`config.mk`:
```
export PLATFORM = sky130hd
export DESIGN_NAME = rl_fifo_ram_ctrl
export DESIGN_NICKNAME = d
export VERILOG_FILES = /design/src/rtl/rl_fifo_ram_pkg.sv /design/src/rtl/rl_fifo_ram_obuf.sv /design/src/rtl/rl_fifo_ram_ctrl.sv
export SDC_FILE = /design/constraint.sdc
export NUM_CORES = 1
export LEC_CHECK = 0
export CAP_MARGIN = 5
export CORE_ASPECT_RATIO = 0.9
export CORE_UTILIZATION = 47
export DETAILED_ROUTE_END_ITERATION = 6
export PLACE_DENSITY = 0.88
export SLEW_MARGIN = 25
export SYNTH_ARGS = -nofsm -noshare
export SYNTH_HDL_FRONTEND = slang
export SYNTH_SLANG_ARGS = --single-unit
```
`constraint.sdc`:
```
create_clock -name clk_i -period 8.8 [get_ports clk_i]
set_input_delay 1.76 -clock clk_i [delete_from_list [all_inputs] [get_ports clk_i]]
set_output_delay 1.76 -clock clk_i [all_outputs]
set_load 0.02 [all_outputs]
```
`src/rtl/rl_fifo_ram_pkg.sv`:
```
// rl_fifo_ram_pkg
//   Shared helpers for the RAM-backed FIFO controller and its output buffer.
//   - be_width()  : byte-enable width for a given data width.
//   - ptr_width() : pointer width for a given RAM address width.
//                   The extra MSB is the wrap bit that tells full from empty.
package rl_fifo_ram_pkg;

  function automatic int be_width(input int dbits);
    return (dbits + 7) / 8;
  endfunction

  function automatic int ptr_width(input int abits);
    return abits + 1;
  endfunction

endpackage

```
`src/rtl/rl_fifo_ram_obuf.sv`:
```
// rl_fifo_ram_obuf
//   Two-entry show-ahead output buffer (output register + skid register).
//   It hides the one-cycle registered-read latency of the RAM. The upstream
//   read-issue logic guarantees that a capture never arrives while both
//   entries are full and nothing pops.
// Ports:
//   clk        clock, rising edge
//   rst        synchronous clear of both valid bits (reset or flush)
//   cap_valid  a word arrives this cycle (RAM read data or fall-through)
//   cap_data   the arriving word
//   pop        consumer takes the output word this cycle
//   out_valid  output register holds a word
//   skid_valid skid register holds a word (always behind out)
//   out_data   output register contents
module rl_fifo_ram_obuf
  import rl_fifo_ram_pkg::*;
#(
  parameter int DBITS = 32
) (
  input  logic             clk,
  input  logic             rst,
  input  logic             cap_valid,
  input  logic [DBITS-1:0] cap_data,
  input  logic             pop,
  output logic             out_valid,
  output logic             skid_valid,
  output logic [DBITS-1:0] out_data
);

  logic [DBITS-1:0] skid_data;
  logic             cap_to_out;
  logic             cap_to_skid;

  // A capture lands in out only if out is free after this cycle's pop and
  // nothing older is waiting in skid; otherwise it queues behind in skid.
  assign cap_to_out  = cap_valid & ((!out_valid) | (pop & !skid_valid));
  assign cap_to_skid = cap_valid & ((pop & skid_valid) | (!pop & out_valid));

  always_ff @(posedge clk) begin
    if (rst) begin
      out_valid  <= 1'b0;
      skid_valid <= 1'b0;
    end else if (pop) begin
      if (skid_valid) begin
        out_valid  <= 1'b1;
        skid_valid <= cap_valid;
      end else begin
        out_valid  <= cap_valid;
      end
    end else if (cap_valid) begin
      if (!out_valid) out_valid  <= 1'b1;
      else            skid_valid <= 1'b1;
    end
  end

  // Data registers carry no reset; the valid bits qualify them.
  always_ff @(posedge clk) begin
    if (pop && skid_valid) out_data <= skid_data;
    else if (cap_to_out)   out_data <= cap_data;
    if (cap_to_skid)       skid_data <= cap_data;
  end

endmodule

```
`src/rtl/rl_fifo_ram_ctrl.sv`:
```
// rl_fifo_ram_ctrl
//   Valid/ready FIFO controller in front of an external 1R1W block RAM with a
//   registered (1-cycle) read port. Owns both RAM ports, the pointers and a
//   2-entry output buffer, presenting a show-ahead stream downstream.
//   Capacity is 2**ABITS + 2 words.
//
//   Optional build macro RL_FIFO_RAM_CTRL_FALLTHROUGH_EN: when the FIFO is
//   drained, a pushed word bypasses the RAM and goes straight to the output
//   register (1-cycle latency instead of 3). Capacity and count_o unchanged.
//
// Ports:
//   clk_i, rst_i     clock, synchronous active-high reset
//   flush_i          synchronous clear of all contents
//   s_valid_i/s_ready_o/s_data_i   input stream
//   m_valid_o/m_ready_i/m_data_o   output stream (show-ahead)
//   count_o          words held (RAM + in-flight read + output buffer)
//   almost_full_o    count_o >= AFULL_LVL
//   ram_*            RAM write port (waddr/din/we/be) and read port
//                    (raddr out, dout back one cycle later)
module rl_fifo_ram_ctrl
  import rl_fifo_ram_pkg::*;
#(
  parameter int ABITS     = 4,
  parameter int DBITS     = 32,
  parameter int AFULL_LVL = 2**ABITS - 2
) (
  input  logic                       clk_i,
  input  logic                       rst_i,
  input  logic                       flush_i,
  input  logic                       s_valid_i,
  output logic                       s_ready_o,
  input  logic [DBITS-1:0]           s_data_i,
  output logic                       m_valid_o,
  input  logic                       m_ready_i,
  output logic [DBITS-1:0]           m_data_o,
  output logic [ABITS+1:0]           count_o,
  output logic                       almost_full_o,
  output logic [ABITS-1:0]           ram_waddr_o,
  output logic [DBITS-1:0]           ram_din_o,
  output logic                       ram_we_o,
  output logic [be_width(DBITS)-1:0] ram_be_o,
  output logic [ABITS-1:0]           ram_raddr_o,
  input  logic [DBITS-1:0]           ram_dout_i
);

  localparam int PW = ptr_width(ABITS);
  localparam int CW = ABITS + 2;
  typedef logic [PW-1:0] ptr_t;
  localparam ptr_t RAM_DEPTH = ptr_t'(2**ABITS);

  ptr_t             wr_ptr, rd_ptr, ram_cnt;
  logic             ram_full, ram_empty;
  logic             push, pop, ram_push, rd_en, ft, clr;
  logic             pending;
  logic             out_valid, skid_valid;
  logic [1:0]       occ;
  logic             cap_valid;
  logic [DBITS-1:0] cap_data;
  logic [CW-1:0]    count_q;

  assign clr       = rst_i | flush_i;

  // Wrap-bit pointers: difference is the RAM occupancy, modulo arithmetic
  // handles wrap-around without special cases.
  assign ram_cnt   = wr_ptr - rd_ptr;
  assign ram_full  = (ram_cnt == RAM_DEPTH);
  assign ram_empty = (wr_ptr == rd_ptr);

  // Ready depends on registered pointers only, so there is no comb path
  // from m_ready_i or s_valid_i.
  assign s_ready_o = !ram_full;
  assign push      = s_valid_i & s_ready_o;
  assign pop       = out_valid & m_ready_i;

`ifdef RL_FIFO_RAM_CTRL_FALLTHROUGH_EN
  // Bypass only when nothing older exists anywhere, so order is preserved.
  assign ft = push & ram_empty & !pending & !skid_valid & (!out_valid | pop);
`else
  assign ft = 1'b0;
`endif

  assign ram_push  = push & !ft;

  // Words already outside the RAM (or on their way out). A new read is
  // issued only if, after this cycle's pop, the buffer still has a free slot
  // for the returning data.
  assign occ   = {1'b0, out_valid} + {1'b0, skid_valid} + {1'b0, pending};
  assign rd_en = !ram_empty & ({1'b0, occ} < (3'd2 + {2'b0, pop}));

  // RAM ports. A word written at one edge is read at the earliest in the next
  // cycle, so the read never collides with a write to the same address.
  assign ram_we_o    = ram_push;
  assign ram_waddr_o = wr_ptr[ABITS-1:0];
  assign ram_din_o   = s_data_i;
  assign ram_be_o    = '1;
  assign ram_raddr_o = rd_ptr[ABITS-1:0];

  // pending and fall-through are mutually exclusive (ft requires !pending).
  assign cap_valid = pending | ft;
  assign cap_data  = ft ? s_data_i : ram_dout_i;

  always_ff @(posedge clk_i) begin
    if (clr) begin
      wr_ptr  <= '0;
      rd_ptr  <= '0;
      pending <= 1'b0;
      count_q <= '0;
    end else begin
      if (ram_push) wr_ptr <= wr_ptr + ptr_t'(1);
      if (rd_en)    rd_ptr <= rd_ptr + ptr_t'(1);
      pending <= rd_en;
      // Tracks ram_cnt + pending + out_valid + skid_valid incrementally.
      count_q <= count_q + CW'(push) - CW'(pop);
    end
  end

  // A read in flight at reset/flush is dropped: clr forces the buffer empty
  // and the stale data has nowhere to land since pending is cleared too.
  rl_fifo_ram_obuf #(
    .DBITS (DBITS)
  ) u_obuf (
    .clk        (clk_i),
    .rst        (clr),
    .cap_valid  (cap_valid),
    .cap_data   (cap_data),
    .pop        (pop),
    .out_valid  (out_valid),
    .skid_valid (skid_valid),
    .out_data   (m_data_o)
  );

  assign m_valid_o     = out_valid;
  assign count_o       = count_q;
  assign almost_full_o = (count_q >= CW'(AFULL_LVL));

endmodule
```
Word-level counts from Yosys, hierarchy flattened
Index checks and enable logic that the tools add are counted.
W data, S select, Z words.
{ "totals": {"reg_bits": 83, "latchBits": 0, "ram_bits": 0, "romBits": 0, "output_inout_bits": 86, "mem_count": 0} }
{ "classes": {"add_sub_neg": 8, "multipliers": 0, "n_div": 0, "magnitude_cmp": 2, "n_eq_ne": 2, "n_shift": 0, "n_mux": 9, "bitwise_logic": 11, "reduce_logical": 10} }
{ "ops": {"columns": ["op", "n"], "rows": [
  ["$mux W32", 2],
  ["$add A5 B1 Y5 const B", 2],
  ["$and A1 B1 Y1", 8],
  ["$mux W1", 7],
  ["$add A6 B1 Y6", 1],
  ["$ge A6 B4 Y1 const B", 1],
  ["$reduce_bool A2 Y1", 3],
  ["$sub A6 B1 Y6", 1],
  ["$eq A5 B5 Y1", 1],
  ["$eq A5 B5 Y1 const B", 1],
  ["$logic_not A1 Y1", 5],
  ["$sub A5 B5 Y5", 1],
  ["$add A2 B1 Y3 const A", 1],
  ["$lt A2 B3 Y1", 1],
  ["$or A1 B1 Y1", 3],
  ["$add A1 B1 Y2", 1],
  ["$add A2 B1 Y2", 1],
  ["$reduce_and A2 Y1", 1],
  ["$logic_and A1 B1 Y1", 1]
]} }

Longest topological paths before layout
{ "logic_depth": {"depth_word": 6, "ltp_mapped": 18} }

By module
From an unflattened synthesis, not the netlist that was laid out.
{ "hier_totals": {"cells_unflattened": 286, "hier_area_um2": 3985.1} }
{ "modules_own_cells": {"columns": ["mod", "n_inst", "cells_per_inst", "area_per_inst_um2", "seq_area_each_um2"], "rows": [
  ["rl_fifo_ram_obuf", 1, 115, 2570.0, 1961.9],
  ["rl_fifo_ram_ctrl", 1, 171, 1415.1, 340.3]
]} }

Least setup slack after synthesis
OpenSTA, ideal clock, no wires.
{ "synth_path": {"kind": "in2out", "start": "input s_valid_i", "end": "output ram_we_o", "arrival_ns": 2.156, "t_required_ns": 7.040, "slack_ns": 4.884, "cell_stages": 2, "n_path_buf": 0, "cell_sequence": "inv_1 nor2_1"} }
{ "synth_between": {"elab_chain_len": 1} }
{ "synth_lines": {"columns": ["item", "line", "rtl"], "rows": [
  ["start: declaration", "rl_fifo_ram_ctrl.sv:30", "input logic s_valid_i,"],
  ["$and A1 B1 Y1", "rl_fifo_ram_ctrl.sv:72", "assign push = s_valid_i & s_ready_o;"],
  ["end: declaration", "rl_fifo_ram_ctrl.sv:40", "output logic ram_we_o,"]
]} }
No other way between the ends.

Worst setup path after layout
Ends and elaborated chain as after synthesis.

==> flow_summary_export.csv <==
group,metric,value,unit
run_status,status,"finished, final reports clean",
clock_tree,cts_resized,0,
drt,num_vias,2234,
clock_tree,clock_path_buffers,2,
setup_path,slowest_stage,"clkdlybuf4s50_1",
place,dp_hpwl,4.90,mm
drt,routedWlPerCell,16.2,um
timing,rsz0062_at_grt,"false",
timing,tns,0,ps
global_routing,grt_overflow_total,0,
timing,hold_viol,0,
yosys,synth_common_cells,"64 x edfxtp_1, 44 x buf_4, 32 x mux2_2",
yosys,synth.distinct_cells,35,
timing,holdWs,494,ps
pwr,p_leak,1.68,nW
setup_path,reg2reg_depth,18,
timing,finClkSkew,9.35,ps
yosys,synth-seq-area-share,0.603,
setup_path,critical-path-max-stage-delay,640,ps
drt,highest_layer,"met4",
yosys,ys_async_sr_fraction,0,
pwr,p_seq_frac,0.530,
setup_path,rr_endpoint,"count_o[4]$_SDFF_PP0_",
setup_path,cp_cell_sequence,"clkdlybuf4s50_1 -> inv_1 -> nor2_1 -> clkdlybuf4s50_1",
layout,nNetsFinal,424,
layout,multiInputGateArea,1110,um^2
clock_tree,tritoncts,"yes",
layout,antenna_cells,0,
setup_path,end_kind,"primary output",
setup_path,worstPathMaxFanout,5,
pwr,cellPowerDensity,172,nW/um^2
pwr,switching_share,0.223,
yosys,synthCells,283,
yosys,yosys-top-cells-area,"edfxtp_1 50%, dfxtp_1 10%, mux2_2 9.4%, buf_4 8.7%, ha_1 4.9%",
layout,design_area,4740,um^2
min_path,hold_start,"wr_ptr[4]$_SDFFE_PP0N_",
floorplanning,dieHeight,87.5,um
drt,drc,0,
yosys,ys_warn_count,0,
timing,period_share,0.570,
floorplanning,dieArea,8480,um^2
setup_path,path_class,"input port to primary output",
timing,setup_violations,0,
timing,drv_slew,0,
global_routing,antenna_found_initial,0,
timing,fmax,199,MHz
place,placed_cell_area,4490,um^2
pwr,p_int,0.000632,W
drt,route.met3.wl,568,um
setup_path,critPathArrivalTime,3260,ps
clock_tree,worstSkewPairLatency,350,ps
timing,slew_headroom,0.669,
floorplanning,io_pins,155,
clock_tree,cts_root_buffer,"clkbuf_8",
global_routing,grt_max_degree,33,
floorplanning,core_area,7690,um^2
drt,wl_met1,3.13,mm
setup_path,crit_path_frequent_cell,"clkdlybuf4s50_1",
pwr,switchingPower,0.000182,W
yosys,synth_edf_count,64,
setup_path,crit_required,7040,ps
layout,area_growth_syn_to_layout,24.3,%
place,gp_congestion,0.816,
drt,dr.pass1.iters,4,
yosys,syn_avg_cell_area,13.5,um^2
yosys,ys.flop_type,"edfxtp_1",
yosys,synth_area,3810,um^2
yosys,yosysTopAreaCellShare,0.504,
setup_path,critPathLaunchType,"input port",
min_path,hp-class,"flop to flop",
timing,min_period,5020,ps
yosys,synth_most_common_cell,"edfxtp_1",
yosys,synth_seq_cells,83,
drt,wirelength,7.10,mm
drt,avgViaCountPerCell,5.09,
floorplanning,fp-row-count,30,
pwr,combPwrFrac,0.097,
floorplanning,start_util,0.496,
layout,nFillCells,573,
pwr,ir_drop,0.0918,mV
min_path,hold_depth,2,
clock_tree,post_cts_buffers,0,
layout,seq_area,2300,um^2
clock_tree,cts_buffers,9,
run,drv_cap,0,
global_routing,grt_pass1_vias,2219,
clock_tree,cts.reportedPaths.clkPinSlew,80,ps
pwr,pwr-share-clk,0.373,
layout,drive_above_1_share,0.169,
place,port_buffers,86,
floorplanning,die_w,97.0,um
global_routing,track_usage,0.175,
drt,first_iter_violations,108,
yosys,yosysTopAreaCell,"edfxtp_1",
setup_path,reg2reg_slack,5490,ps
drt,ant_nets,0,
min_path,min_to,"wr_ptr[4]$_SDFFE_PP0N_",
global_routing,grt_pass1_wl,11.3,mm
clock_tree,hold_buffers,0,
setup_path,r2r-start,"rd_ptr[1]$_SDFFE_PP0P_",
clock_tree,h-tree-depth,3,
timing,tightest_slew,495,ps
drt,wl_met2,3.20,mm
clock_tree,clock_sinks,83,
registers in the layout (all words and copies together), names as in the netlist:
name	flops
u_obuf.skid_data	32
u_obuf.skid_valid	1
count_o	6
rd_ptr	5
u_obuf.out_data	32
wr_ptr	5
u_obuf.out_valid	1
cap_valid	1
routing by layer:
layer,track usage,vias to the layer above
met2,0.274,98
met3,0.0562,27
met1,0.221,1042
met5,0,-
met4,0.0855,0
li1,-,1067
per-stage QoR:
| stage | cells | setup slack (ps) | utilization | total power [W] |
|---|---|---|---|---|
| after floorplan | 286 | 4880 | - | 0.000503 |
| after global placement | 422 | 3860 | 0.584 | 0.000516 |
| after detailed placement | 422 | 3790 | 0.584 | 0.000518 |
| after CTS | 438 | 3790 | 0.613 | 0.000822 |
| after global routing | 439 | 3710 | 0.616 | 0.000848 |
| final | 439 | 3780 | 0.616 | 0.000814 |
critical path: cells and delay by family:
kind | cells | cell delay [ps]
buf+inv | 3 | 1310
simple gates | 1 | 180
power groups by stage:
stage | combinational [W] | clock (W) | sequential, W
4_1_cts | 0.0000784 | 0.000312 | 0.000432
5_1_grt | 0.0000859 | 0.000330 | 0.000432
3_3_place_gp | 0.0000757 | 0 | 0.000440
6_report | 0.0000789 | 0.000304 | 0.000431
3_5_place_dp | 0.0000775 | 0 | 0.000441
2_1_floorplan | 0.0000562 | 0 | 0.000447
logic make-up (layout without fill, tap and decap cells):
logic type,count (synthesis),in the layout,synth area share
DFF,83,83,0.603
buffers and inverters,69,126,0.111
and+or+nand+nor,44,44,0.0594
muxes,33,33,0.0971
AOI/OAI and AO/OA,26,26,0.0453
adders and majority gates,17,17,0.0597
xor gates and xnor gates,10,10,0.0230
other,1,4,0.000983
cell type report:
| type | instances | share of cell area |
|---|---|---|
| flip-flops and latches | 83 | 0.486 |
| multi-input cells | 134 | 0.235 |
| repair buffers | 89 | 0.191 |
| clock buffers | 9 | 0.0261 |
| well taps | 96 | 0.0253 |
| clock inverters | 7 | 0.0208 |
| inverters | 21 | 0.0166 |
worst max path at each step:
stage               cells after the start  startpoint  slack (ps)        to
floorplan                               2   s_valid_i        4880  ram_we_o
global placement                        4   s_valid_i        3860  ram_we_o
detailed placement                      4   s_valid_i        3790  ram_we_o
CTS                                     4   s_valid_i        3790  ram_we_o
global route                            4   s_valid_i        3710  ram_we_o
finish                                  4   s_valid_i        3780  ram_we_o
cell usage in the layout (no fill, tap or decap), types with 3 or more instances in the layout:
cell type         n
a21oi_1           8
and2_1            3
clkbuf_8          9
clkdlybuf4s50_1  86
conb_1            4
dfxtp_1          19
edfxtp_1         64
ha_1             15
inv_1            20
mux2_2           32
nand2_1           9
nand4_1           5
nor2_1           15
o21a_1            4
o21ai_0           3
or4_1             3
xnor2_1           6
xor2_1            4
No activity file was read; power rests on OpenSTA's default activity.
